`config.mk`:
```
export PLATFORM = sky130hd
export DESIGN_NAME = axis_compare_ctrl
export DESIGN_NICKNAME = d
export VERILOG_FILES = /design/src/rtl/axis_cmp_pkg.sv /design/src/rtl/axis_idle_timer.sv /design/src/rtl/axis_compare_ctrl.sv
export SDC_FILE = /design/constraint.sdc
export NUM_CORES = 1
export LEC_CHECK = 0
export ABC_AREA = 1
export BUFFER_PORTS_ARGS = -buffer_cell sky130_fd_sc_hd__buf_2
export CORE_ASPECT_RATIO = 1.5
export CORE_UTILIZATION = 50
export CTS_CLUSTER_SIZE = 30
export DETAILED_ROUTE_END_ITERATION = 10
export PLACE_DENSITY = 0.76
export SLEW_MARGIN = 5
export SYNTH_ARGS = -nofsm -noshare
export SYNTH_HDL_FRONTEND = slang
export SYNTH_SLANG_ARGS = --single-unit
```
`constraint.sdc`:
```
create_clock -name i_clk -period 3.3 [get_ports i_clk]
set_input_delay 0.66 -clock i_clk [delete_from_list [all_inputs] [get_ports i_clk]]
set_output_delay 0.66 -clock i_clk [all_outputs]
set_load 0.005 [all_outputs]
```
`src/rtl/axis_cmp_pkg.sv`:
```
// Shared types and default widths for the AXI4-Stream compare controller.
package axis_cmp_pkg;

  localparam int DFLT_DATA_W = 32;
  localparam int DFLT_CNT_W  = 16;

  typedef enum logic [1:0] {
    ST_IDLE = 2'd0,
    ST_RUN  = 2'd1,
    ST_DONE = 2'd2
  } cmp_state_e;

  // Bits needed to hold the value t; never less than one bit.
  function automatic int timer_width(input int t);
    return (t < 2) ? 1 : $clog2(t + 1);
  endfunction

endpackage

```
`src/rtl/axis_idle_timer.sv`:
```
// Down-counter that flags a run as stalled after TIMEOUT consecutive counted
// cycles. A clear reloads the full budget; TIMEOUT of 0 disables expiry.
module axis_idle_timer
  import axis_cmp_pkg::*;
#(
  parameter int TIMEOUT = 1024
) (
  input  logic i_clk,
  input  logic i_resetn,
  input  logic i_clear,
  input  logic i_count,
  output logic o_expire
);

  generate
    if (TIMEOUT == 0) begin : g_off
      logic w_unused;
      assign w_unused = ^{i_clk, i_resetn, i_clear, i_count};
      assign o_expire = 1'b0;
    end else begin : g_on
      localparam int W = timer_width(TIMEOUT);
      localparam logic [W-1:0] LOAD = W'(TIMEOUT);

      logic [W-1:0] r_remaining;

      // Reload on clear, otherwise burn one unit of budget per counted cycle.
      always_ff @(posedge i_clk) begin
        if (!i_resetn) begin
          r_remaining <= LOAD;
        end else if (i_clear) begin
          r_remaining <= LOAD;
        end else if (i_count && (r_remaining != '0)) begin
          r_remaining <= r_remaining - W'(1);
        end
      end

      // Expire in the cycle whose count uses up the last unit of budget.
      assign o_expire = i_count && (r_remaining == W'(1));
    end
  endgenerate

endmodule

```
`src/rtl/axis_compare_ctrl.sv`:
```
// Run-level sequencer comparing two AXI4-Stream sources beat by beat.
// A start command arms a run of beat_count pairs; each pair is consumed only
// when both streams are valid together. The run ends with a pass/fail verdict,
// a saturating mismatch count and a capture of the first mismatching pair, or
// with a timeout if neither stream pairs up for too long.
module axis_compare_ctrl
  import axis_cmp_pkg::*;
#(
  parameter int DATA_W         = DFLT_DATA_W,
  parameter int CNT_W          = DFLT_CNT_W,
  parameter int TIMEOUT_CYCLES = 1024
) (
  input  logic              i_clk,
  input  logic              i_resetn,
  input  logic              i_start,
  input  logic [CNT_W-1:0]  i_beat_count,
  input  logic              i_in1_valid,
  output logic              o_in1_ready,
  input  logic [DATA_W-1:0] i_in1_data,
  input  logic              i_in2_valid,
  output logic              o_in2_ready,
  input  logic [DATA_W-1:0] i_in2_data,
  output logic              o_busy,
  output logic              o_done,
  output logic              o_pass,
  output logic              o_timeout,
  output logic [CNT_W-1:0]  o_mismatch_count,
  output logic [CNT_W-1:0]  o_first_idx,
  output logic [DATA_W-1:0] o_first_a,
  output logic [DATA_W-1:0] o_first_b
);

  cmp_state_e        r_state;
  cmp_state_e        w_next_state;
  logic [CNT_W-1:0]  r_beat_count;
  logic [CNT_W-1:0]  r_beat_idx;
  logic [CNT_W-1:0]  r_mismatch_count;
  logic [CNT_W-1:0]  r_first_idx;
  logic [DATA_W-1:0] r_first_a;
  logic [DATA_W-1:0] r_first_b;
  logic              r_timeout;

  logic w_fire;
  logic w_last;
  logic w_accept;
  logic w_data_diff;
  logic w_timer_clear;
  logic w_timer_count;
  logic w_expire;

  // A pair transfers only when both sources offer a beat during a run; ready
  // is held low while reset is asserted so nothing is consumed mid-reset.
  assign w_fire        = (r_state == ST_RUN) && i_in1_valid && i_in2_valid && i_resetn;
  assign w_last        = w_fire && (r_beat_idx == (r_beat_count - CNT_W'(1)));
  assign w_accept      = i_start && (r_state != ST_RUN);
  assign w_data_diff   = (i_in1_data != i_in2_data);
  assign w_timer_clear = w_accept || w_fire;
  assign w_timer_count = (r_state == ST_RUN) && !w_fire;

  assign o_in1_ready = w_fire;
  assign o_in2_ready = w_fire;

  axis_idle_timer #(
    .TIMEOUT (TIMEOUT_CYCLES)
  ) u_idle_timer (
    .i_clk    (i_clk),
    .i_resetn (i_resetn),
    .i_clear  (w_timer_clear),
    .i_count  (w_timer_count),
    .o_expire (w_expire)
  );

  // Next-state selection: start is honoured only outside a run, and a run
  // ends on its final pair or when the idle timer runs out.
  always_comb begin
    w_next_state = r_state;
    unique case (r_state)
      ST_IDLE, ST_DONE: begin
        if (i_start) begin
          w_next_state = (i_beat_count != '0) ? ST_RUN : ST_DONE;
        end
      end
      ST_RUN: begin
        if (w_last || w_expire) begin
          w_next_state = ST_DONE;
        end
      end
      default: w_next_state = ST_IDLE;
    endcase
  end

  // State, beat bookkeeping and result capture. A fresh start wipes the
  // previous run; the first mismatch is the one seen while the count is zero.
  always_ff @(posedge i_clk) begin
    if (!i_resetn) begin
      r_state          <= ST_IDLE;
      r_beat_count     <= '0;
      r_beat_idx       <= '0;
      r_mismatch_count <= '0;
      r_first_idx      <= '0;
      r_first_a        <= '0;
      r_first_b        <= '0;
      r_timeout        <= 1'b0;
    end else begin
      r_state <= w_next_state;
      if (w_accept) begin
        r_beat_count     <= i_beat_count;
        r_beat_idx       <= '0;
        r_mismatch_count <= '0;
        r_first_idx      <= '0;
        r_first_a        <= '0;
        r_first_b        <= '0;
        r_timeout        <= 1'b0;
      end else if (r_state == ST_RUN) begin
        if (w_fire) begin
          r_beat_idx <= r_beat_idx + CNT_W'(1);
          if (w_data_diff) begin
            if (r_mismatch_count != '1) begin
              r_mismatch_count <= r_mismatch_count + CNT_W'(1);
            end
            if (r_mismatch_count == '0) begin
              r_first_idx <= r_beat_idx;
              r_first_a   <= i_in1_data;
              r_first_b   <= i_in2_data;
            end
          end
        end else if (w_expire) begin
          r_timeout <= 1'b1;
        end
      end
    end
  end

  // Status decode straight from registered state; pass only means anything
  // once the run has finished.
  assign o_busy           = (r_state == ST_RUN);
  assign o_done           = (r_state == ST_DONE);
  assign o_pass           = o_done && (r_mismatch_count == '0) && !r_timeout;
  assign o_timeout        = r_timeout;
  assign o_mismatch_count = r_mismatch_count;
  assign o_first_idx      = r_first_idx;
  assign o_first_a        = r_first_a;
  assign o_first_b        = r_first_b;

endmodule

```
==> results of run 1 <==
-- through the flow --
stage	util	worst slack, ps	std cells
after floorplan	-	1380	990
after global placement	0.591	600	1306
after detailed placement	0.591	569	1306
after CTS	0.635	608	1338
after global routing	0.635	530	1338
final	0.635	594	1338
-- cell usage in the layout (no fill, tap or decap), types with 3 or more instances in the layout --
| master | instances |
|---|---|
| ha_1 | 6 |
| buf_2 | 186 |
| clkinv_4 | 3 |
| nor2_2 | 6 |
| buf_4 | 6 |
| nand4_1 | 15 |
| nor4_1 | 5 |
| nand3_1 | 27 |
| o21ai_0 | 94 |
| nor3b_1 | 3 |
| o21ai_1 | 21 |
| nor2_4 | 4 |
| and3_1 | 3 |
| nor3_2 | 5 |
| nand3b_1 | 4 |
| clkbuf_16 | 17 |
| nor2_1 | 74 |
| nand2_2 | 5 |
| o21a_1 | 3 |
| nor3_1 | 24 |
| inv_2 | 8 |
| xnor2_1 | 28 |
| xor2_1 | 24 |
| inv_1 | 167 |
| clkinvlp_4 | 4 |
| nand2_1 | 144 |
| dfxtp_1 | 142 |
| a21oi_1 | 126 |
-- worst max path at each step --
stage / from / end / cells after the start
6_report: o_mismatch_count[0] / o_pass / 7
2_1_floorplan: i_resetn / o_in2_ready / 5
4_1_cts: o_mismatch_count[0] / o_pass / 7
3_3_place_gp: i_in2_data[19] / o_first_b[7] / 11
5_1_grt: o_mismatch_count[0] / o_pass / 7
3_5_place_dp: i_in2_data[19] / o_first_b[6] / 11
-- area by class of cell --
cell class	instances	area [um2]
sequential	142	2840
fill	1289	4970
clock buffer	21	460
inverter	176	661
multi-input combinational	632	3310
tap	162	203
timing repair buffer	194	1020
clock inverter	11	134
-- synthesized netlist by cell type (4+ instances only) --
cell | instances | area, um2
a21oi_1 | 126 | 631
buf_2 | 13 | 65.1
buf_4 | 4 | 30.0
clkbuf_1 | 19 | 71.3
dfxtp_1 | 142 | 2840
ha_1 | 6 | 75.1
inv_1 | 167 | 627
inv_2 | 8 | 30.0
nand2_1 | 144 | 541
nand2_2 | 6 | 37.5
nand3_1 | 27 | 135
nand3b_1 | 4 | 30.0
nand4_1 | 15 | 93.8
nor2_1 | 74 | 278
nor2_2 | 7 | 43.8
nor3_1 | 24 | 120
nor3_2 | 5 | 50.1
nor4_1 | 5 | 31.3
o21ai_0 | 94 | 470
o21ai_1 | 21 | 105
xnor2_1 | 28 | 245
xor2_1 | 24 | 210
-- per-layer routing --
layer  vias to the layer above  wire length [um]  GRT usage
met5                         -                 0          0
met4                         0               536     0.0985
met3                        42               992     0.0557
met2                       193              8800      0.445
met1                      2918              6830      0.269
li1                       3518                 -          -
-- power by group --
part	switching [mW]	internal (mW)
combinational	0.312	0.200
sequential	0.0392	1.76
clock	0.735	1.16
-- state kept, by name (all words and copies together) (netlist names) --
name,cells
o_first_a,32
o_first_idx,16
r_beat_idx,16
o_mismatch_count,16
u_idle_timer.g_on.r_remaining,11
o_timeout,1
r_state,2
r_beat_count,16
o_first_b,32
-- logic make-up (layout without fill, tap and decap cells) --
group           after synthesis  in the layout  share of synthesized area
compound gates              247            247                      0.179
xor+xnor                     52             52                     0.0650
fa+ha+maj                     6              6                     0.0107
buf+inv                     216            402                      0.123
flops                       142            142                      0.406
simple gates                327            327                      0.217
-- worst min-delay path, delay by kind of cell, from the launching register on --
family | cells | cell delay [ps]
flops | 1 | 300
compound gates | 1 | 50
buf+inv | 1 | 40
==> flow_summary.toml, run 1 <==
[run_status]
status = "completed"

[grt]
antenna_found_initial = 0
grt_overflow_total = 0
grt_max_degree = 93
grt_pass1_wl_mm = 28.5
grt_pass1_vias = 6228
grt_use_total = 0.243

[final_layout]
fin_nets = 1254
stdcell_area_um2 = 8630
syn2layout_area_growth_pct = 23.1
drive_gt1_frac = 0.223
n_antenna_cell = 0

[logic_synthesis]
synth_cell_types = 35
syn_area_um2 = 7010
ys_ff_latch = 142
async_flop_share = 0
ys_warn_count = 0
synth_edf_count = 0
syn_nets = 1081
seq_area_frac_synth = 0.406
synthFlopType = "dfxtp_1"
syn_avg_cell_area_um2 = 7.08
netlist_instances = 990

[die]
rows = 52
die_area_um2 = 14500
die_w_um = 98.7
initial_core_util = 0.515
core_area_um2 = 13600
die_y_um = 147
io_pins = 187

[routing]
vias = 6671
drc = 0
wl_per_cell_um = 12.8
routed_wl_mm = 17.2
drtAntennaViolNets = 0
vias_per_cell = 4.99
first_iter_violations = 275
first_pass_iters = 7

[timing]
rsz0062_at_grt = "no"
tightest_slew_ps = 774
fmax_ghz = 0.370
final_hold_viol_count = 0
setup_violations = 0
max_slew_margin = 0.483
finClkSkew_ps = 7.97
fin_crit_sh = 0.820
setup-tns-final_ps = 0
period_minus_slack_ps = 2710
whs_ps = 439
maxSlewViolCount = 0

[clocking]
hold_buffers = 0
cts_buffers = 17
worst_skew_pair.late_latency_ps = 410
cts.clk_slew.worst_paths_ps = 60
root_buffer = "clkbuf_16"
ctsResizeCount = 0
cts_tree = "done"
postCtsSetupRepairBufs = 0
clockBufferDepth = 2
htreeDepth = 4
clock-sinks = 142

[critical_path]
cpLargestDelayFamily = "simple AND/OR/NAND/NOR gates"
rr_worst_depth = 9
rrSetupSlack_ps = 980
reg2reg_from = "o_mismatch_count[0]"
arrival_ps = 2050
cp_data_required_time_ps = 2640
start_kind = "flop"
slowest_stage = "nor4_1"
critPathBufInv = 3
rr_endpoint = "o_first_b[15]"
critPathMaxStageDelay_ps = 370
crit_fanout = 4
worstPathCellList = "inv_1, ha_1, nand4_1, nor4_1, buf_4, and3_1, buf_2"
end_kind = "output port"
critPathKind = "reg -> out"

[placement]
io_buffers = 186
placed_area_um2 = 8030
gp_congestion = 0.961
dp_hpwl_mm = 13.0

[worst_hold_path]
hold_class = "reg -> reg"
hp-start = "o_first_a[19]"
min_to = "o_first_a[19]"
worstHoldPathCells = 2

[power_and_ir_drop]
leakagePower_nw = 3.76
power.total_mw = 4.21
ir_drop_mv = 0.300
p_per_area_nw_per_um2 = 487

[job]
max_cap_viol_count = 0
No activity file was read; power rests on OpenSTA's default activity.
==> inputs of run 2 (changes only) <==
Settings changed: CORE_UTILIZATION 50 to 48, PLACE_DENSITY 0.76 to 0.77.
Clock period 3.3 ns to 2.3 ns, I/O delays scaled along.
==> run 2 against run 1 <==
Against the previous run:
- die area rose by 4.1%
- largest cell class unchanged
- global-route usage down 1.1 points
- first-iteration DRC count fell by 3.3%
- sequential share of layout area decreased by 0.34 points
- critical path type unchanged
- cell count increased by 2.5%
- non-clock buffer count up 3
==> flow_summary.toml, run 2 (same netlist as run 1, synthesis figures left out) <==
[placement]
placed_area_um2 = 8090
dp_hpwl_mm = 13.1
gp_congestion = 0.938
io_buffers = 186

[critical_path]
cp_data_required_time_ps = 1840
rr_worst_depth = 10
worstPathCellList = "inv_1, nand3_1, nor4_2, buf_4, and3_1, buf_2"
critPathBufInv = 3
cp_num_cells = 6
cpLargestDelayFamily = "simple AND/OR/NAND/NOR gates"
critPathMaxStageDelay_ps = 380
endpoint = "o_pass"
rrSetupSlack_ps = 290
critPathKind = "reg -> out"
crit_fanout = 6
start_kind = "flop"
rr_endpoint = "o_first_a[28]"
crit_start = "o_mismatch_count[11]"
arrival_ps = 1730
reg2reg_from = "o_mismatch_count[11]"
end_kind = "output port"
slowest_stage = "dfxtp_1"

[timing]
period_minus_slack_ps = 2190
finClkSkew_ps = 8.67
rsz0062_at_grt = "no"
final_hold_viol_count = 0
setup-tns-final_ps = 0
fmax_ghz = 0.457
maxSlewViolCount = 0
max_slew_margin = 0.504
tightest_slew_ps = 743
setup_violations = 0
fin_crit_sh = 0.951

[clocking]
htreeDepth = 4
clock-sinks = 142
root_buffer = "clkbuf_16"
worst_skew_pair.late_latency_ps = 410
cts_tree = "done"
cts.clk_slew.worst_paths_ps = 60
clockBufferDepth = 2
cts_buffers = 17

[routing]
vias_per_cell = 4.89
wl_per_cell_um = 12.7
drc = 0
routed_wl_mm = 17.4
drtAntennaViolNets = 0
highest_layer = "met4"
first_iter_violations = 266
met2_length_mm = 8.99
met3WireLength_um = 815
vias = 6703
first_pass_iters = 5
wl_met1_mm = 7.05

[grt]
grt_pass1_vias = 6033
grt_use_total = 0.232
antenna_found_initial = 0
grt_overflow_total = 0
grt_pass1_wl_mm = 27.5
grt_max_degree = 69

[die]
die_area_um2 = 15100
initial_core_util = 0.496
io_pins = 187
die_y_um = 150
rows = 53
die_w_um = 101
core_area_um2 = 14100

[power_and_ir_drop]
p_switching_mw = 1.60
ir_drop_mv = 0.365
p_per_area_nw_per_um2 = 699
pwr-share-comb = 0.121
p_int_mw = 4.50
pwr-share-clk = 0.455
leakagePower_nw = 3.79
switching_share = 0.262
seq_power_share = 0.423

[final_layout]
n_fill_cell = 1342
fin_nets = 1257
drive_gt1_frac = 0.230
stdcell_area_um2 = 8720
final_common_cell = "buf_2"
n_antenna_cell = 0
syn2layout_area_growth_pct = 24.4
most-common-layout-cells = "186 x buf_2, 165 x inv_1, 144 x nand2_1"

[run_status]
status = "completed"

[worst_hold_path]
hold_class = "in -> reg"

[job]
max_cap_viol_count = 0
[run 2: cell types whose count changed in the layout (fill, tap and decap cells not counted), sizes merged]
cell,before,now
buf,194,197
inv,177,180
clkinvlp,4,3
clkbuf,21,19
[run 2: area by class of cell]
class,instances,area (um2),share of cell area
multi-input combinational,632,3320,0.380
sequential,142,2840,0.326
timing repair buffer,197,1050,0.120
inverter,176,661,0.0757
clock buffer,19,453,0.0519
tap,192,240,0.0275
clock inverter,13,155,0.0178
[run 2: tightest hold or removal path, delay by kind of cell]
| kind | cells | cell delay, ps |
|---|---|---|
| buf+inv | 1 | 90 |
| simple gates | 2 | 120 |
[run 2: worst min-delay path by stage]
| stage | cells after the start | end | startpoint | slack [ps] |
|---|---|---|---|---|
| global placement | 2 | o_first_a[19] | o_first_a[19] | 430 |
| detailed placement | 2 | o_first_a[19] | o_first_a[19] | 430 |
| floorplan | 2 | u_idle_timer.g_on.r_remaining[7] | u_idle_timer.g_on.r_remaining[7] | 440 |
| finish | 3 | r_beat_count[14] | i_beat_count[14] | 300 |
| CTS | 3 | r_beat_count[14] | i_beat_count[14] | 280 |
| global route | 3 | r_beat_count[8] | i_beat_count[8] | 290 |
[run 2: metal layers]
metal | track usage | vias to the layer above
met5 | 0 | -
met4 | 0.105 | 0
met3 | 0.0486 | 35
met2 | 0.429 | 183
met1 | 0.249 | 2962
li1 | - | 3523
[run 2: timing repair]
| item | in CTS | in global routing |
|---|---|---|
| resized for setup | 1 | 3 |
| cloned | 0 | 0 |
| hold buffers | 0 | 0 |
| setup buffers | 1 | 1 |
| pin swaps | 0 | 1 |
| endpoints found under the setup margin | 1 | 1 |
[run 2: power by group through the flow]
stage / Clock (mW) / Combinational [mW] / Sequential, mW
6_report: 2.78 / 0.740 / 2.58
5_1_grt: 2.96 / 0.851 / 2.59
4_1_cts: 2.84 / 0.745 / 2.58
3_5_place_dp: 0 / 0.739 / 2.63
3_3_place_gp: 0 / 0.726 / 2.63
2_1_floorplan: 0 / 0.511 / 2.62
[run 2: through the flow]
stage / hold slack, ps / setup WS, ps / std cells / power, mW / util
2_1_floorplan: 439 / 595 / 990 / 3.13 / -
3_3_place_gp: 426 / 245 / 1337 / 3.36 / 0.573
3_5_place_dp: 431 / 243 / 1337 / 3.37 / 0.573
4_1_cts: 283 / 0.387 / 1370 / 6.16 / 0.617
5_1_grt: 293 / 4.98 / 1371 / 6.40 / 0.618
6_report: 296 / 113 / 1371 / 6.10 / 0.618
